File: src/rtl/clk_buffer_pkg.sv
// Shared definitions for the clk_buffer clock-distribution slice.
//   CNT_W_DEFAULT : default width of the mclk rising-edge counter
//   cnt_t         : counter type at the default width
package clk_buffer_pkg;

  localparam int unsigned CNT_W_DEFAULT = 16;

  typedef logic [CNT_W_DEFAULT-1:0] cnt_t;

endpackage

File: src/rtl/clk_buffer_gate.sv
// clk_gate_cell: glitch-free clock gate (enable latch + AND).
// Kept isolated so it can be replaced by a library ICG cell.
// Compiled only when CLK_BUFFER_GATE_EN is defined.
// Ports:
//   clk_in  : clock to be gated
//   en      : 1 = pass clock; sampled while clk_in is low
//   rst_n   : async active-low; forces the enable latch open (clock runs)
//   clk_out : clk_in & latched enable
`ifdef CLK_BUFFER_GATE_EN
module clk_gate_cell (
  input  logic clk_in,
  input  logic en,
  input  logic rst_n,
  output logic clk_out
);

  logic r_en_lat;

  // Transparent only while clk_in is low, so en cannot change during a
  // high phase and clk_out pulses are either whole or absent.
  always_latch begin
    if (!rst_n) begin
      r_en_lat <= 1'b1;
    end else if (!clk_in) begin
      r_en_lat <= en;
    end
  end

  assign clk_out = clk_in & r_en_lat;

endmodule
`endif

File: src/rtl/clk_buffer.sv
// clk_buffer: zero-skew clock buffer (bclk re-drives mclk, same phase and
// frequency) with a small mclk-domain status block for clock-tree bring-up.
// Optional feature macro: CLK_BUFFER_GATE_EN (adds gate_en and a
// glitch-free clock gate in the bclk path).
// Ports:
//   mclk    : master clock, the only clock
//   bclk    : buffered clock (mclk, or gated mclk with CLK_BUFFER_GATE_EN)
//   rst_n   : async active-low reset for the status logic only
//   cyc_cnt : mclk rising edges since reset release, modulo 2^CNT_W
//   alive   : 1 once an mclk rising edge has occurred after reset release
//   gate_en : (CLK_BUFFER_GATE_EN only) 1 = pass the clock through
module clk_buffer
  import clk_buffer_pkg::*;
#(
  parameter int unsigned CNT_W = CNT_W_DEFAULT
) (
  input  logic             mclk,
  output logic             bclk,
  input  logic             rst_n,
  output logic [CNT_W-1:0] cyc_cnt,
  output logic             alive
`ifdef CLK_BUFFER_GATE_EN
  ,
  input  logic             gate_en
`endif
);

  logic [CNT_W-1:0] r_cnt;
  logic             r_alive;

  // Clock path is purely combinational and independent of the status logic.
`ifdef CLK_BUFFER_GATE_EN
  clk_gate_cell u_gate (
    .clk_in  (mclk),
    .en      (gate_en),
    .rst_n   (rst_n),
    .clk_out (bclk)
  );
`else
  assign bclk = mclk;
`endif

  // Status runs on ungated mclk; counter wraps silently.
  always_ff @(posedge mclk or negedge rst_n) begin
    if (!rst_n) begin
      r_cnt   <= '0;
      r_alive <= 1'b0;
    end else begin
      r_cnt   <= r_cnt + 1'b1;
      r_alive <= 1'b1;
    end
  end

  assign cyc_cnt = r_cnt;
  assign alive   = r_alive;

endmodule

File: config.mk
export PLATFORM = sky130hd
export DESIGN_NAME = clk_buffer
export DESIGN_NICKNAME = d
export VERILOG_FILES = /design/src/rtl/clk_buffer_pkg.sv /design/src/rtl/clk_buffer_gate.sv /design/src/rtl/clk_buffer.sv
export SDC_FILE = /design/constraint.sdc
export NUM_CORES = 1
export LEC_CHECK = 0
export ABC_AREA = 1
export CAP_MARGIN = 20
export CORE_MARGIN = 5
export CORE_UTILIZATION = 47
export CTS_CLUSTER_SIZE = 10
export DETAILED_ROUTE_END_ITERATION = 6
export PLACE_DENSITY = 0.79
export SYNTH_ARGS = -nofsm -noshare
export SYNTH_HDL_FRONTEND = slang
export SYNTH_SLANG_ARGS = --single-unit
File: constraint.sdc
create_clock -name mclk -period 1.3 [get_ports mclk]
set_input_delay 0.26 -clock mclk [delete_from_list [all_inputs] [get_ports mclk]]
set_output_delay 0.26 -clock mclk [all_outputs]
set_load 0.005 [all_outputs]
==> metrics.csv <==
metric,value,unit
Worst setup SP type,clock port,
Final GP Congestion,0.786,
cell-by-cell trace of the critical path,"clkbuf_4, clkbuf_4, buf_2",
"Distinct cells, synth",18,
XOR/XNOR Fraction of Synth Area,0.0757,
"Area growth, synth to finish",46.4,%
RR Startpoint,cyc_cnt[0]$_DFF_PN0_,
layout cells sized above 1,0.471,
Clock Pin Slew Worst Setup and Hold Paths,0.10,ns
"Largest stage delay, worst path",0.12,ns
DP Worst Slack,-0.0360,ns
yosys warns,0,
CTS tree,built,
CP Class,clk2out,
Hold Buf Count CTS,0,
Synth Area in Simple Gates,0.309,
setup clock skew after layout,0.00328,ns
worst reg2reg path endpoint,cyc_cnt[10]$_DFF_PN0_,
"Clk Latency, worst-skew pair",0.42,ns
pin count of the biggest net entering global routing,18,
final hold violations,0,
Critical Path AT,0.99,ns
Synth Area in Compound Gates,0.0185,
Critical Path Fanout Max,2,
Ports,20,
most used cell along the critical path,clkbuf_4,
"commonest non-fill, non-tap cells in the layout","nand2_1, buf_4, dfrtp_1",
vias per cell,5.05,
half-perimeter wire length after placement,1.35,mm
gr ovfl total,0,
Synth Register Bits,17,
final core occ,0.701,
CP required,1.04,ns
Setup WS post-layout,0.0481,ns
Post-Synthesis Cells,91,
worst reg-to-reg path cell count,8,
Worst R2R Setup Slack,0.09,ns
Tot GR Track Use,0.202,
row count,15,
Mapped Nets,94,
die height,51.5,um
worst min path class,in2async,
largest family of logic cells by synthesized area,simple AND/OR/NAND/NOR gates,
"most common cell after layout, fill and taps aside",nand2_1,
Post-Synth Adder-Cell Area,0.0155,
Power Density,854,nW/um^2
wire per inst,14.6,um
drt total wl,2.27,mm
mux share of post-synthesis cell area,0,
DRC violations left,0,
status,"complete, no violations",
count of input and output buffers,19,
Critical Path Source,mclk,
Peak supply drop,0.641,mV
initial antenna violation count,0,
"Avg Cell Area, Syn",8.90,um^2
Initial Utilization,0.479,
Final nets,142,
Leak Pwr,0.620,nW
highest-delay cell along the critical path,clkbuf_4,
share of the yosys chip area belonging to registers,0.526,
ant diodes,0,
Max Slew Vio Count,0,
DIE AREA,2650,um^2
Worst setup EP type,primary output,
drt first pass iters,4,
Total Power,1.01,mW
via count,782,
DRT iter0 DRCs,30,
number of global-route vias before repair,826,
Max-cap violations,0,
Die X,51.5,um
final setup vio count,0,
Post-Synthesis Cell Area,810,um^2
Post-DRT Antenna Nets,0,
first-pass GRT wire length,3.75,mm
Core Footprint,1690,um^2
==> state kept, by name, indices dropped and copies added, names as in the netlist <==
signal and flops:
cyc_cnt 16, alive 1
==> repair_timing <==
| action | in CTS | in global routing |
|---|---|---|
| pin swaps | 0 | 5 |
| endpoints found under the setup margin | 20 | 23 |
| buffers inserted | 15 | 4 |
| resized for setup | 44 | 25 |
==> logic make-up (layout without fill, tap and decap cells) <==
family / after synthesis / after routing
XOR/XNOR: 7 / 7
AO/OA/AOI/OAI: 3 / 3
adder cells (fa/ha/maj): 1 / 1
other: 1 / 1
AND/OR/NAND/NOR: 52 / 52
buffers and inverters: 10 / 57
flip-flops: 17 / 17
==> power by group <==
group | switching [mW] | leakage (nW) | total (mW) | internal, mW
logic | 0.0113 | 0.364 | 0.0170 | 0.00562
registers | 0.000804 | 0.221 | 0.531 | 0.530
clock network | 0.226 | 0.0354 | 0.464 | 0.237
total | 0.239 | 0.620 | 1.01 | 0.773
==> how the worst max path moves through the flow <==
stage          depth (start not counted)                     to  slack (ns)
3_5_place_dp                           6  cyc_cnt[14]$_DFF_PN0_       -0.04
2_1_floorplan                          6  cyc_cnt[14]$_DFF_PN0_        0.15
3_3_place_gp                           1                   bclk       -0.02
5_1_grt                                7  cyc_cnt[14]$_DFF_PN0_      -0.007
6_report                               3                   bclk        0.05
4_1_cts                                1             cyc_cnt[0]      0.0003
==> critical path: cells and delay by family <==
kind	cells	cell delay (ns)
buf+inv	3	0.35
==> Yosys cell counts <==
master     n  area, um^2
buf_4      1        7.51
conb_1     1        3.75
dfrtp_1   17         425
ha_1       1        12.5
inv_1      9        33.8
nand2_1   25        93.8
nand2_2    5        31.3
nand3_1    4        20.0
nand3_2    1        10.0
nand3b_1   1        7.51
nand4_1    3        18.8
nor2_1     9        33.8
nor2_2     2        12.5
nor2_4     2        22.5
o21ai_0    1        5.00
o21ai_1    2        10.0
xnor2_1    4        35.0
xor2_1     3        26.3
==> final cells by class <==
cell class | instances | area (um^2)
clock buffer | 7 | 50.0
clock inverter | 1 | 5.00
fill | 132 | 504
inverter | 9 | 33.8
multi-input combinational | 64 | 389
sequential | 17 | 425
tap | 17 | 21.3
timing repair buffer | 40 | 260
==> per-layer routing <==
metal / vias to the layer above / GRT usage / wire [um]
met5: - / 0 / 0
met4: 0 / 0.144 / 70
met2: 27 / 0.341 / 1230
met3: 9 / 0.0573 / 108
li1: 373 / - / -
met1: 373 / 0.215 / 861
==> through the flow <==
stage | instance area [um^2] | std cells | setup TNS, ns | hold slack (ns)
2_1_floorplan | 810 | 91 | 0 | -0.0356
6_report | 1180 | 155 | 0 | 0.151
4_1_cts | 1220 | 152 | 0 | 0.162
5_1_grt | 1180 | 155 | -0.00715 | 0.165
3_5_place_dp | 1040 | 130 | -0.0596 | 0.495
3_3_place_gp | 1040 | 130 | -0.0236 | 0.485
Note: power is estimated with default switching activity, not from simulation.
